### config.mk
export PLATFORM = sky130hd
export DESIGN_NAME = axis_bus_1_4_demux_flat
export DESIGN_NICKNAME = d
export VERILOG_FILES = /design/src/rtl/axis_route_pkg.sv /design/src/rtl/axis_bus_1_4_demux_if.sv /design/src/rtl/axis_slot_reg.sv /design/src/rtl/axis_bus_1_4_demux.sv /design/src/flat_wrapper.sv
export SDC_FILE = /design/constraint.sdc
export NUM_CORES = 1
export LEC_CHECK = 0
export ABC_CLOCK_PERIOD_IN_PS = 3200
export CORE_AREA = 10 10 98 100
export DETAILED_ROUTE_END_ITERATION = 16
export DIE_AREA = 0 0 108 110
export MAX_ROUTING_LAYER = met4
export PLACE_DENSITY_LB_ADDON = 0.15
export SLEW_MARGIN = 10
export SYNTH_ARGS = -nofsm -noshare
export SYNTH_HDL_FRONTEND = slang
export SYNTH_SLANG_ARGS = --single-unit
### constraint.sdc
create_clock -name clk -period 3.2 [get_ports clk]
set_input_delay 0.64 -clock clk [delete_from_list [all_inputs] [get_ports clk]]
set_output_delay 0.64 -clock clk [all_outputs]
set_load 0.005 [all_outputs]
### src/rtl/axis_route_pkg.sv
// Shared routing codes, FSM state and beat type for the AXIS bus mux/demux pair.
package axis_route_pkg;

  localparam logic [3:0] CHOOSE_FIFO_0   = 4'b0100;
  localparam logic [3:0] CHOOSE_FIFO_1   = 4'b0101;
  localparam logic [3:0] CHOOSE_FIFO_2   = 4'b0110;
  localparam logic [3:0] CHOOSE_FIFO_3   = 4'b0111;
  localparam logic [3:0] NON_FIFO_CHOOSE = 4'b0000;

  typedef enum logic [1:0] {
    IDLE = 2'd0,
    BUSY = 2'd1,
    DROP = 2'd2
  } state_t;

  typedef struct packed {
    logic [31:0] tdata;
    logic [3:0]  tkeep;
    logic        tlast;
  } beat_t;

  // Returns {valid, index}; any code outside the CHOOSE set is invalid.
  function automatic logic [2:0] sel_decode(input logic [3:0] sel);
    case (sel)
      CHOOSE_FIFO_0: return {1'b1, 2'd0};
      CHOOSE_FIFO_1: return {1'b1, 2'd1};
      CHOOSE_FIFO_2: return {1'b1, 2'd2};
      CHOOSE_FIFO_3: return {1'b1, 2'd3};
      default:       return 3'b000;
    endcase
  endfunction

endpackage

### src/rtl/axis_bus_1_4_demux_if.sv
// 32-bit AXI-Stream bus bundle with master/slave views.
interface axis_bus_1_4_demux_if;
  logic        tvalid;
  logic [31:0] tdata;
  logic [3:0]  tkeep;
  logic        tlast;
  logic        tready;

  modport master (output tvalid, tdata, tkeep, tlast, input tready);
  modport slave  (input tvalid, tdata, tkeep, tlast, output tready);
endinterface

### src/rtl/axis_slot_reg.sv
// One-entry register slice: load wins over drain, payload is not reset.
module axis_slot_reg
  import axis_route_pkg::*;
(
  input  logic  clk,
  input  logic  rst_n,
  input  logic  load_i,
  input  logic  drain_i,
  input  beat_t beat_i,
  output logic  valid_o,
  output beat_t beat_o
);

  logic  valid_q, valid_d;
  beat_t beat_q;

  always_comb begin
    valid_d = valid_q;
    if (load_i)       valid_d = 1'b1;
    else if (drain_i) valid_d = 1'b0;
  end

  always_ff @(posedge clk) begin
    if (!rst_n) valid_q <= 1'b0;
    else        valid_q <= valid_d;
  end

  always_ff @(posedge clk) begin
    if (load_i) beat_q <= beat_i;
  end

  assign valid_o = valid_q;
  assign beat_o  = beat_q;

endmodule

### src/rtl/axis_bus_1_4_demux.sv
// Packet-atomic 1-to-4 AXIS router; route locks on the first beat of each frame.
// Optional AXIS_DEMUX_DROP_INVALID_EN: discard frames with an invalid bus_sel and count them.
module axis_bus_1_4_demux
  import axis_route_pkg::*;
(
  input  logic                        clk,
  input  logic                        rst_n,
  input  logic [3:0]                  bus_sel,
  axis_bus_1_4_demux_if.slave         axis_in,
  axis_bus_1_4_demux_if.master        axis_out_0,
  axis_bus_1_4_demux_if.master        axis_out_1,
  axis_bus_1_4_demux_if.master        axis_out_2,
  axis_bus_1_4_demux_if.master        axis_out_3,
  output logic                        busy,
  output logic [1:0]                  route
`ifdef AXIS_DEMUX_DROP_INVALID_EN
  , output logic [15:0]               drop_cnt
`endif
);

  state_t     state_q, state_d;
  logic [1:0] route_q, route_d;
  logic       busy_q, busy_d;
  logic       sel_ok;
  logic [1:0] sel_idx;
  logic       in_ready, load, drain, slot_free, slot_valid;
  logic [3:0] out_ready, out_sel;
  beat_t      in_beat, slot_beat;

  assign {sel_ok, sel_idx} = sel_decode(bus_sel);
  assign in_beat   = {axis_in.tdata, axis_in.tkeep, axis_in.tlast};
  assign out_ready = {axis_out_3.tready, axis_out_2.tready, axis_out_1.tready, axis_out_0.tready};
  assign drain     = slot_valid && out_ready[route_q];
  assign slot_free = !slot_valid || out_ready[route_q];

  always_comb begin
    state_d  = state_q;
    route_d  = route_q;
    busy_d   = busy_q;
    in_ready = 1'b0;
    load     = 1'b0;
    case (state_q)
      IDLE: begin
        in_ready = slot_free && sel_ok;
        busy_d   = 1'b0;
        if (axis_in.tvalid && in_ready) begin
          route_d = sel_idx;
          load    = 1'b1;
          busy_d  = 1'b1;
          if (!axis_in.tlast) state_d = BUSY;
        end
`ifdef AXIS_DEMUX_DROP_INVALID_EN
        else if (axis_in.tvalid && !sel_ok) begin
          state_d = DROP;
        end
`endif
      end
      BUSY: begin
        in_ready = slot_free;
        if (axis_in.tvalid && in_ready) begin
          load = 1'b1;
          if (axis_in.tlast) begin
            state_d = IDLE;
            busy_d  = 1'b0;
          end
        end
      end
`ifdef AXIS_DEMUX_DROP_INVALID_EN
      DROP: begin
        in_ready = 1'b1;
        if (axis_in.tvalid && axis_in.tlast) state_d = IDLE;
      end
`endif
      default: state_d = IDLE;
    endcase
  end

  always_ff @(posedge clk) begin
    if (!rst_n) begin
      state_q <= IDLE;
      route_q <= 2'd0;
      busy_q  <= 1'b0;
    end else begin
      state_q <= state_d;
      route_q <= route_d;
      busy_q  <= busy_d;
    end
  end

`ifdef AXIS_DEMUX_DROP_INVALID_EN
  logic [15:0] drop_cnt_q;
  always_ff @(posedge clk) begin
    if (!rst_n)
      drop_cnt_q <= 16'd0;
    else if (state_q == DROP && axis_in.tvalid && axis_in.tlast && drop_cnt_q != 16'hFFFF)
      drop_cnt_q <= drop_cnt_q + 16'd1;
  end
  assign drop_cnt = drop_cnt_q;
`endif

  axis_slot_reg u_slot (
    .clk     (clk),
    .rst_n   (rst_n),
    .load_i  (load),
    .drain_i (drain),
    .beat_i  (in_beat),
    .valid_o (slot_valid),
    .beat_o  (slot_beat)
  );

  // Non-selected outputs are forced to zero, so payload never leaks across channels.
  always_comb begin
    for (int n = 0; n < 4; n++) out_sel[n] = slot_valid && (route_q == 2'(n));
  end

  assign axis_out_0.tvalid = out_sel[0];
  assign axis_out_0.tdata  = out_sel[0] ? slot_beat.tdata : 32'd0;
  assign axis_out_0.tkeep  = out_sel[0] ? slot_beat.tkeep : 4'd0;
  assign axis_out_0.tlast  = out_sel[0] && slot_beat.tlast;
  assign axis_out_1.tvalid = out_sel[1];
  assign axis_out_1.tdata  = out_sel[1] ? slot_beat.tdata : 32'd0;
  assign axis_out_1.tkeep  = out_sel[1] ? slot_beat.tkeep : 4'd0;
  assign axis_out_1.tlast  = out_sel[1] && slot_beat.tlast;
  assign axis_out_2.tvalid = out_sel[2];
  assign axis_out_2.tdata  = out_sel[2] ? slot_beat.tdata : 32'd0;
  assign axis_out_2.tkeep  = out_sel[2] ? slot_beat.tkeep : 4'd0;
  assign axis_out_2.tlast  = out_sel[2] && slot_beat.tlast;
  assign axis_out_3.tvalid = out_sel[3];
  assign axis_out_3.tdata  = out_sel[3] ? slot_beat.tdata : 32'd0;
  assign axis_out_3.tkeep  = out_sel[3] ? slot_beat.tkeep : 4'd0;
  assign axis_out_3.tlast  = out_sel[3] && slot_beat.tlast;

  assign axis_in.tready = rst_n && in_ready;
  assign busy           = busy_q;
  assign route          = route_q;

endmodule

### src/flat_wrapper.sv
// flat-port wrapper written by rule: the top's interface ports become plain ports
module axis_bus_1_4_demux_flat import axis_route_pkg::*;
  (clk, rst_n, bus_sel, busy, route, axis_in_tvalid, axis_in_tdata, axis_in_tkeep, axis_in_tlast, axis_in_tready, axis_out_0_tvalid, axis_out_0_tdata, axis_out_0_tkeep, axis_out_0_tlast, axis_out_0_tready, axis_out_1_tvalid, axis_out_1_tdata, axis_out_1_tkeep, axis_out_1_tlast, axis_out_1_tready, axis_out_2_tvalid, axis_out_2_tdata, axis_out_2_tkeep, axis_out_2_tlast, axis_out_2_tready, axis_out_3_tvalid, axis_out_3_tdata, axis_out_3_tkeep, axis_out_3_tlast, axis_out_3_tready);
  axis_bus_1_4_demux_if axis_in_i ();
  axis_bus_1_4_demux_if axis_out_0_i ();
  axis_bus_1_4_demux_if axis_out_1_i ();
  axis_bus_1_4_demux_if axis_out_2_i ();
  axis_bus_1_4_demux_if axis_out_3_i ();
  input  logic clk;
  input  logic rst_n;
  input  logic [3:0] bus_sel;
  output logic busy;
  output logic [1:0] route;
  input wire logic [$bits(axis_in_i.tvalid)-1:0] axis_in_tvalid;
  input wire logic [$bits(axis_in_i.tdata)-1:0] axis_in_tdata;
  input wire logic [$bits(axis_in_i.tkeep)-1:0] axis_in_tkeep;
  input wire logic [$bits(axis_in_i.tlast)-1:0] axis_in_tlast;
  output wire logic [$bits(axis_in_i.tready)-1:0] axis_in_tready;
  output wire logic [$bits(axis_out_0_i.tvalid)-1:0] axis_out_0_tvalid;
  output wire logic [$bits(axis_out_0_i.tdata)-1:0] axis_out_0_tdata;
  output wire logic [$bits(axis_out_0_i.tkeep)-1:0] axis_out_0_tkeep;
  output wire logic [$bits(axis_out_0_i.tlast)-1:0] axis_out_0_tlast;
  input wire logic [$bits(axis_out_0_i.tready)-1:0] axis_out_0_tready;
  output wire logic [$bits(axis_out_1_i.tvalid)-1:0] axis_out_1_tvalid;
  output wire logic [$bits(axis_out_1_i.tdata)-1:0] axis_out_1_tdata;
  output wire logic [$bits(axis_out_1_i.tkeep)-1:0] axis_out_1_tkeep;
  output wire logic [$bits(axis_out_1_i.tlast)-1:0] axis_out_1_tlast;
  input wire logic [$bits(axis_out_1_i.tready)-1:0] axis_out_1_tready;
  output wire logic [$bits(axis_out_2_i.tvalid)-1:0] axis_out_2_tvalid;
  output wire logic [$bits(axis_out_2_i.tdata)-1:0] axis_out_2_tdata;
  output wire logic [$bits(axis_out_2_i.tkeep)-1:0] axis_out_2_tkeep;
  output wire logic [$bits(axis_out_2_i.tlast)-1:0] axis_out_2_tlast;
  input wire logic [$bits(axis_out_2_i.tready)-1:0] axis_out_2_tready;
  output wire logic [$bits(axis_out_3_i.tvalid)-1:0] axis_out_3_tvalid;
  output wire logic [$bits(axis_out_3_i.tdata)-1:0] axis_out_3_tdata;
  output wire logic [$bits(axis_out_3_i.tkeep)-1:0] axis_out_3_tkeep;
  output wire logic [$bits(axis_out_3_i.tlast)-1:0] axis_out_3_tlast;
  input wire logic [$bits(axis_out_3_i.tready)-1:0] axis_out_3_tready;
  assign axis_in_i.tvalid = axis_in_tvalid;
  assign axis_in_i.tdata = axis_in_tdata;
  assign axis_in_i.tkeep = axis_in_tkeep;
  assign axis_in_i.tlast = axis_in_tlast;
  assign axis_in_tready = axis_in_i.tready;
  assign axis_out_0_tvalid = axis_out_0_i.tvalid;
  assign axis_out_0_tdata = axis_out_0_i.tdata;
  assign axis_out_0_tkeep = axis_out_0_i.tkeep;
  assign axis_out_0_tlast = axis_out_0_i.tlast;
  assign axis_out_0_i.tready = axis_out_0_tready;
  assign axis_out_1_tvalid = axis_out_1_i.tvalid;
  assign axis_out_1_tdata = axis_out_1_i.tdata;
  assign axis_out_1_tkeep = axis_out_1_i.tkeep;
  assign axis_out_1_tlast = axis_out_1_i.tlast;
  assign axis_out_1_i.tready = axis_out_1_tready;
  assign axis_out_2_tvalid = axis_out_2_i.tvalid;
  assign axis_out_2_tdata = axis_out_2_i.tdata;
  assign axis_out_2_tkeep = axis_out_2_i.tkeep;
  assign axis_out_2_tlast = axis_out_2_i.tlast;
  assign axis_out_2_i.tready = axis_out_2_tready;
  assign axis_out_3_tvalid = axis_out_3_i.tvalid;
  assign axis_out_3_tdata = axis_out_3_i.tdata;
  assign axis_out_3_tkeep = axis_out_3_i.tkeep;
  assign axis_out_3_tlast = axis_out_3_i.tlast;
  assign axis_out_3_i.tready = axis_out_3_tready;
  axis_bus_1_4_demux u_core (.clk(clk), .rst_n(rst_n), .bus_sel(bus_sel), .axis_in(axis_in_i), .axis_out_0(axis_out_0_i), .axis_out_1(axis_out_1_i), .axis_out_2(axis_out_2_i), .axis_out_3(axis_out_3_i), .busy(busy), .route(route));
endmodule
==> results of run 1 <==
[routing by layer]
layer | vias up | global-route usage (%) | part of all wire [%]
met5 | - | - | 0
met1 | 1096 | 16.7 | 37
met4 | 0 | 3.44 | 1.0
met3 | 8 | 5.57 | 9.5
li1 | 1152 | - | -
met2 | 122 | 29.7 | 53
[cell families (layout without fill, tap and decap cells)]
| kind of cell | Yosys count | count (layout) | share of synthesized area, % |
|---|---|---|---|
| simple gates | 164 | 164 | 41.8 |
| flops | 42 | 42 | 50.7 |
| buf+inv | 19 | 221 | 2.98 |
| compound gates | 8 | 8 | 2.78 |
| mux | 3 | 3 | 1.78 |
[flip-flops by register name, summed over array words and instances, names as in the netlist]
name,count
u_core.u_slot.beat_o,37
u_core.state_q,1
u_core.u_slot.valid_o,1
u_core.busy,1
u_core.route,2
[cell usage in the layout, fill, tap and decap left out]
cell type          n
o21ai_0            2
nor2_2             2
o211ai_1           1
mux4_2             1
and3_1             1
o2111a_2           1
nor3_2             1
nor2b_1            1
clkbuf_8           5
buf_4              7
edfxtp_1          37
inv_1              2
mux2i_1            2
a22o_1             1
nor2_1             2
clkbuf_1           3
dfxtp_1            5
clkdlybuf4s50_1  203
and2_1           148
nand2_1            6
o211a_1            2
buf_12             1
a21boi_0           1
and3_2             1
nor2_4             1
nand2b_1           1
[synth_stat cells, drive strengths merged (2+ instances only)]
library cell	number
edfxtp	37
clkbuf	16
dfxtp	5
and2	148
mux2i	2
nand2	6
nor2	5
o21ai	2
o211a	2
inv	2
and3	2
[through the flow]
| step | hold slack, ps | area (um^2) | setup WS, ps |
|---|---|---|---|
| 2_1_floorplan | 488 | 2390 | 229 |
| 3_3_place_gp | 548 | 4580 | 249 |
| 3_5_place_dp | 570 | 4580 | 237 |
| 4_1_cts | 589 | 4660 | 225 |
| 5_1_grt | 616 | 4660 | 162 |
| 6_report | 585 | 4660 | 232 |
[power by group through the flow]
stage	sequential, uW	combinational [uW]	clock (uW)
2_1_floorplan	645	39.9	0
3_3_place_gp	649	151	0
3_5_place_dp	650	155	0
4_1_cts	638	156	348
5_1_grt	642	164	369
6_report	638	153	330
[layout make-up]
cell class	instances	area, um^2	share of cell area [%]
clock buffers	8	80.1	1.72
inverters	2	7.51	0.161
multi-input cells	175	1120	24.2
flip-flops and latches	42	1210	26.0
well taps	102	128	2.74
repair buffers	211	2100	45.2
[path summary, 6_finish.rpt]
kind	from	slack, ps	endpoint
min reg2reg	u_core.u_slot.valid_o$_SDFFE_PN0P_	590	u_core.u_slot.valid_o$_SDFFE_PN0P_
min	u_core.u_slot.valid_o$_SDFFE_PN0P_	590	u_core.u_slot.valid_o$_SDFFE_PN0P_
max	axis_out_3_tready	230	axis_in_tready
max reg2reg	u_core.route[0]$_SDFFE_PN0P_	1210	u_core.u_slot.beat_o[4]$_DFFE_PP_
[worst max-delay path, cell delays in order]
cell and delay [ps]:
clkdlybuf4s50_1 390, mux4_2 530, nor2_1 240, nor2_1 80
clkdlybuf4s50_1 450
==> impl_metrics.ini, run 1 <==
[power]
p_sw_share_pct = 21.7
power_switching_uw = 243
power.static_leakage_uw = 0.00171
p_per_area_nw_per_um2 = 241
power_frac_seq_pct = 56.9
p_comb_share_pct = 13.6
total_power_uw = 1120
peakVddDrop_uv = 155
p_int_uw = 878
clkPwrFrac_pct = 29.4

[run_status]
status = finished clean

[clock_tree]
cts.path.max_buffers = 2
cts_buffers = 5
clkSinkCount = 42
cts_tree = yes
cts_max_level = 2
hold_buffers = 0
clkTransAtPathRegs_ps = 70
postCtsSetupRepairBufs = 0
cts-root-buf = clkbuf_8
cts.repair.resized = 0
clock_latency_ps = 290

[sta]
maxClockFrequency_mhz = 337
slew-limit-headroom_pct = 57.6
finalSetupTns_ps = 0
finalSetupViolations = 0
drv_slew = 0
fin_crit_ps = 2970
hold_viol_final = 0
rsz0062_at_grt = no
worstMarginPinSlew_ps = 636
timing.final.crit_share_pct = 92.8
skew_ps = 6.64

[setup_path]
ff2ff_path_depth = 4
worstPathRequired_ps = 2560
criticalPathCategory = in2out
end_kind = output pin
arrival_ps = 2330
start_kind = primary input
worstPathMaxFanout = 5

[detailed_routing]
drtIter0Drc = 45
drc_errors = 0
routed_wl_mm = 9.98
drt-pass1-iter-count = 4
ant_nets = 0
wl_per_cell_um = 18.5
vias_per_cell = 4.40
num_vias = 2378

[place]
io_buffer_count = 203
dp.cells = 532
place_congestion = 0.746
dp_hpwl_mm = 7.98

[synth]
ys_ff_latch = 42
yosys-top-cells-area = edfxtp_1, and2_1, dfxtp_1
synth_area_um2 = 2390
async_reset_ff_share_pct = 0
synthesis.instances = 236
synthDistinctLibCells = 21
synth_edf_count = 37
avgSynthCellArea_um2 = 10.1
synthesis.nets = 284
yosys.area.top_type = edfxtp_1
ys_warn_count = 0
ys.flop_type = edfxtp_1
seq_area_frac_synth_pct = 50.7
netlist.area_leader.share_pct = 46.5

[floorplanning]
initial_core_util_pct = 31.3
dieArea_um2 = 11900
ioPinCount = 204
rows = 32
core_um2 = 7650
fp.dieW_um = 108
die_h_um = 110

[worst_hold_path]
hp-class = reg2reg
holdPathStages = 2

[global_route]
grt.total_usage_pct = 16.3
grt_pass1_wl_mm = 14.5
grt_max_degree = 39
grt.overflow.total = 0
grt_pass1_vias = 2527
grt_antenna_before_repair = 0

[final_layout]
drive_above_1_share_pct = 4.57
layout.cells.non_filler = 540
area_growth_pct = 94.8
final_util_pct = 60.9
diodes = 0
final_net_count = 485
fillCellCount = 638

[run]
cap_violations = 0
(Power assumes the default switching activity.)
==> inputs of run 2 (changes only) <==
- REMOVE_ABC_BUFFERS: unset -> 1
- SLEW_MARGIN: 10 -> unset
==> run 2 against run 1 <==
  * Total power shrank 1.1%
  * Combinational power shrank 4%
  * Via count shrank 1.6%
  * Clock skew shrank 1.9 ps
  * Worst hold slack lost 33 ps
  * Sequential cell count is the same
  * Worst setup slack gained 91 ps
  * Clock-buffer cell count shrank 2
  * Sequential share of layout area grew 0.11 points
  * Routed wire length shrank 1.9%
==> impl_metrics.ini, run 2 (synthesized netlist as in run 1, its figures left out) <==
[global_route]
grt_pass1_vias = 2326
grt_pass1_wl_mm = 13.9
grt_antenna_before_repair = 0
grt.total_usage_pct = 15.7
grt.overflow.total = 0
grt_max_degree = 39

[detailed_routing]
drtIter0Drc = 66
routed_wl_mm = 9.80
ant_nets = 0
drt-pass1-iter-count = 4
wl_per_cell_um = 18.2
drc_errors = 0
num_vias = 2339
vias_per_cell = 4.34

[clock_tree]
postCtsSetupRepairBufs = 0
clock_latency_ps = 280
hold_buffers = 0
cts_tree = yes
cts_buffers = 5
cts_max_level = 2
cts.repair.resized = 0
cts.path.max_buffers = 2
cts-root-buf = clkbuf_8
clkTransAtPathRegs_ps = 80
clkSinkCount = 42

[power]
p_sw_share_pct = 21.5
p_comb_share_pct = 13.3
power_frac_seq_pct = 57.6
clkPwrFrac_pct = 29.1
p_int_uw = 870
power_switching_uw = 238
peakVddDrop_uv = 201
p_per_area_nw_per_um2 = 239
power.static_leakage_uw = 0.00171

[floorplanning]
dieArea_um2 = 11900
fp.dieW_um = 108
core_um2 = 7650
ioPinCount = 204
die_h_um = 110
initial_core_util_pct = 31.3
rows = 32

[final_layout]
mostFrequentLayoutCells = clkdlybuf4s50_1, and2_1, edfxtp_1, buf_4, nand2_1
drive_above_1_share_pct = 4.58
area_growth_pct = 94.0
multi_input_area_um2 = 1120
final_net_count = 484
final_common_cell = clkdlybuf4s50_1
ff_latch_area_um2 = 1210
largest_reg_flops = 37
diodes = 0
fillCellCount = 681

[sta]
maxClockFrequency_mhz = 348
worstMarginPinSlew_ps = 1050
timing.final.crit_share_pct = 89.9
fin_crit_ps = 2880
setup_ws_ps = 322
drv_slew = 0
finalSetupTns_ps = 0
rsz0062_at_grt = no
slew-limit-headroom_pct = 29.6
finalSetupViolations = 0
skew_ps = 4.70
hold_viol_final = 0

[setup_path]
critical_path.top_delay_family = buffers and inverters
critical_path.cell_chain = clkdlybuf4s50_1 -> mux4_2 -> nor2_1 -> nor2_1 -> clkdlybuf4s50_1
criticalPathCategory = in2out
critical_path_buf_inv_count = 2
crit_slowest_cell = mux4_2
arrival_ps = 2240
end_kind = output pin
worstPathMaxFanout = 5
worstPathRequired_ps = 2560
start_kind = primary input
critical_path.max_stage_delay_ps = 530

[place]
dp_hpwl_mm = 7.95
place_congestion = 0.753
place_ws_ps = 329
io_buffer_count = 203

[worst_hold_path]
hp-class = reg2reg

[run_status]
status = finished clean

[run]
cap_violations = 0
[run 2: area by class of cell]
cell class,instances,share of cell area (%)
Tap cell,102,2.75
Sequential cell,42,26.1
Timing Repair Buffer,210,45.0
Clock buffer,6,1.57
Clock inverter,2,0.189
Inverter,2,0.162
Multi-Input combinational cell,175,24.3
[run 2: worst min-delay path: cells and delay by family, from the launching register on]
kind | cells | cell delay, ps
AO/OA/AOI/OAI | 1 | 70
flip-flops | 1 | 350
AND/OR/NAND/NOR | 1 | 80
[run 2: final timing paths]
check,slack (ps),endpoint,depth (start not counted),from
setup / recovery,320,axis_in_tready,5,axis_out_3_tready
hold / removal,550,u_core.u_slot.valid_o$_SDFFE_PN0P_,2,u_core.u_slot.valid_o$_SDFFE_PN0P_
setup reg to reg,960,u_core.u_slot.beat_o[35]$_DFFE_PP_,4,u_core.route[0]$_SDFFE_PN0P_
hold reg to reg,550,u_core.u_slot.valid_o$_SDFFE_PN0P_,2,u_core.u_slot.valid_o$_SDFFE_PN0P_
[run 2: metrics by stage]
stage / utilization, % / hold slack [ps] / power, uW / instances / area, um^2
finish: 60.6 / 552 / 1110 / 539 / 4640
global route: 60.6 / 604 / 1160 / 539 / 4640
CTS: 60.6 / 544 / 1120 / 539 / 4640
detailed placement: 59.6 / 531 / 800 / 531 / 4560
global placement: 59.6 / 527 / 796 / 531 / 4560
floorplan: - / 488 / 682 / 219 / 2330
[run 2: power by group through the flow]
stage / Sequential [uW] / Combinational, uW / Clock (uW)
floorplan: 645 / 37.0 / 0
global placement: 649 / 148 / 0
detailed placement: 651 / 150 / 0
CTS: 638 / 150 / 337
global route: 642 / 159 / 355
finish: 638 / 147 / 323
[run 2: routing by layer]
layer,track usage [%],vias to the layer above,share of wire [%]
met4,3.05,0,0.87
met2,27.3,127,50
met3,4.59,6,9.6
met1,17.5,1055,40
met5,-,-,0
li1,-,1151,-
==> inputs of run 3 (changes only) <==
- CORE_AREA: 10 10 98 100 -> 10 10 97 99
- CTS_BUF_LIST: unset -> sky130_fd_sc_hd__clkbuf_8
- DIE_AREA: 0 0 108 110 -> 0 0 107 109
==> run 3 against run 2 <==
  * Utilization increased by 1.1 points
  * Register-to-register slack improved by 270 ps
  * Worst hold slack got worse by 11 ps
  * Combinational power about the same
  * Die area decreased by 1.8%
  * Via count decreased by 0.51%
  * Fmax decreased by 1.7%
  * Clock skew increased by 4.8 ps
  * First-iteration DRC count increased by 12%
==> impl_metrics.ini, run 3 (synthesized netlist as in run 1, its figures left out) <==
[clock_tree]
clkTransAtPathRegs_ps = 80
cts_max_level = 2
cts_buffers = 5
clkSinkCount = 42
cts-root-buf = clkbuf_8
clock_latency_ps = 290
hold_buffers = 0
postCtsSetupRepairBufs = 0
cts_tree = yes
cts.path.max_buffers = 2
cts.repair.resized = 0

[sta]
finalSetupTns_ps = 0
timing.final.crit_share_pct = 91.5
maxClockFrequency_mhz = 342
rsz0062_at_grt = no
skew_ps = 9.53
finalSetupViolations = 0
hold_viol_final = 0
fin_crit_ps = 2930
drv_slew = 0
slew-limit-headroom_pct = 59.5
worstMarginPinSlew_ps = 607

[global_route]
grt.total_usage_pct = 15.8
grt_pass1_vias = 2309
grt_max_degree = 39
grt_pass1_wl_mm = 13.7
grt_antenna_before_repair = 0
grt.overflow.total = 0

[floorplanning]
rows = 32
fp.dieW_um = 107
die_h_um = 109
initial_core_util_pct = 31.7
dieArea_um2 = 11700
core_um2 = 7530
ioPinCount = 204

[final_layout]
final_common_cell = clkdlybuf4s50_1
final_util_pct = 61.7
final_net_count = 486
largest_reg_flops = 37
area_growth_pct = 94.5
drive_above_1_share_pct = 4.79
diodes = 0
mostFrequentLayoutCells = clkdlybuf4s50_1, and2_1, edfxtp_1, buf_4, nand2_1

[setup_path]
start_kind = primary input
ff2ff_path_depth = 5
cp-endpoint = axis_in_tready
crit_start = axis_out_2_tready
worstPathRequired_ps = 2560
criticalPathCategory = in2out
worstPathMaxFanout = 5
r2r_end = u_core.u_slot.beat_o[24]$_DFFE_PP_
r2r_start = u_core.route[0]$_SDFFE_PN0P_
arrival_ps = 2290
rrSetupSlack_ps = 1230
end_kind = output pin

[place]
io_buffer_count = 203
dp_hpwl_mm = 7.96
place_congestion = 0.823

[detailed_routing]
drt-pass1-iter-count = 4
routed_wl_mm = 9.71
wl_per_cell_um = 18.0
ant_nets = 0
drtIter0Drc = 74
num_vias = 2327
vias_per_cell = 4.31
drc_errors = 0

[power]
power.static_leakage_uw = 0.00172
p_per_area_nw_per_um2 = 237
peakVddDrop_uv = 166

[worst_hold_path]
hp-class = reg2reg

[run]
cap_violations = 0

[run_status]
status = finished clean
## run 3: cell count changes in the layout (fill, tap and decap cells not counted), sizes merged
cell,change
buf,+2
clkinv,-2
clkbuf,-1
inv,+2
## run 3: worst min-delay path by stage
stage	start	end	cells after the start
floorplan	u_core.u_slot.valid_o$_SDFFE_PN0P_	u_core.u_slot.valid_o$_SDFFE_PN0P_	2
global placement	u_core.u_slot.valid_o$_SDFFE_PN0P_	u_core.u_slot.valid_o$_SDFFE_PN0P_	2
detailed placement	u_core.u_slot.valid_o$_SDFFE_PN0P_	u_core.u_slot.valid_o$_SDFFE_PN0P_	2
CTS	u_core.u_slot.valid_o$_SDFFE_PN0P_	u_core.u_slot.valid_o$_SDFFE_PN0P_	2
global route	u_core.state_q[0]$_SDFFE_PN0P_	u_core.state_q[0]$_SDFFE_PN0P_	1
finish	u_core.u_slot.valid_o$_SDFFE_PN0P_	u_core.u_slot.valid_o$_SDFFE_PN0P_	2
## run 3: final cells by class
cell class | instances | area [um^2]
Clock buffer | 5 | 68.8
Clock inverter | 2 | 7.51
Fill cell | 656 | 2880
Inverter | 2 | 7.51
Multi-Input combinational cell | 175 | 1120
Sequential cell | 42 | 1210
Tap cell | 102 | 128
Timing Repair Buffer | 212 | 2100
## run 3: layer usage
metal / vias to the layer above / global-route usage, % / wire (um)
met5: - / - / 0
met4: 0 / 4.26 / 78
met3: 6 / 5.55 / 888
met2: 127 / 28.5 / 4960
met1: 1040 / 15.9 / 3780
li1: 1154 / - / -
## run 3: critical path: stages
cell and delay [ps]:
clkdlybuf4s50_1 410, mux4_2 530, nor2_1 170, nor2_1 80, clkdlybuf4s50_1 460
## run 3: through the flow
stage | cell area [um^2] | power [uW] | setup WS [ps] | hold slack, ps | std cells
2_1_floorplan | 2330 | 682 | 229 | 488 | 219
3_3_place_gp | 4570 | 798 | 332 | 513 | 533
3_5_place_dp | 4570 | 803 | 294 | 514 | 533
4_1_cts | 4650 | 1120 | 279 | 533 | 540
5_1_grt | 4650 | 1150 | 183 | 591 | 540
6_report | 4650 | 1100 | 273 | 540 | 540
## run 3: report_power, final
part	switching, uW	leakage [uW]	internal, uW
clock network	168	0.0000466	144
registers	16.0	0.000382	621
logic	49.9	0.00129	100
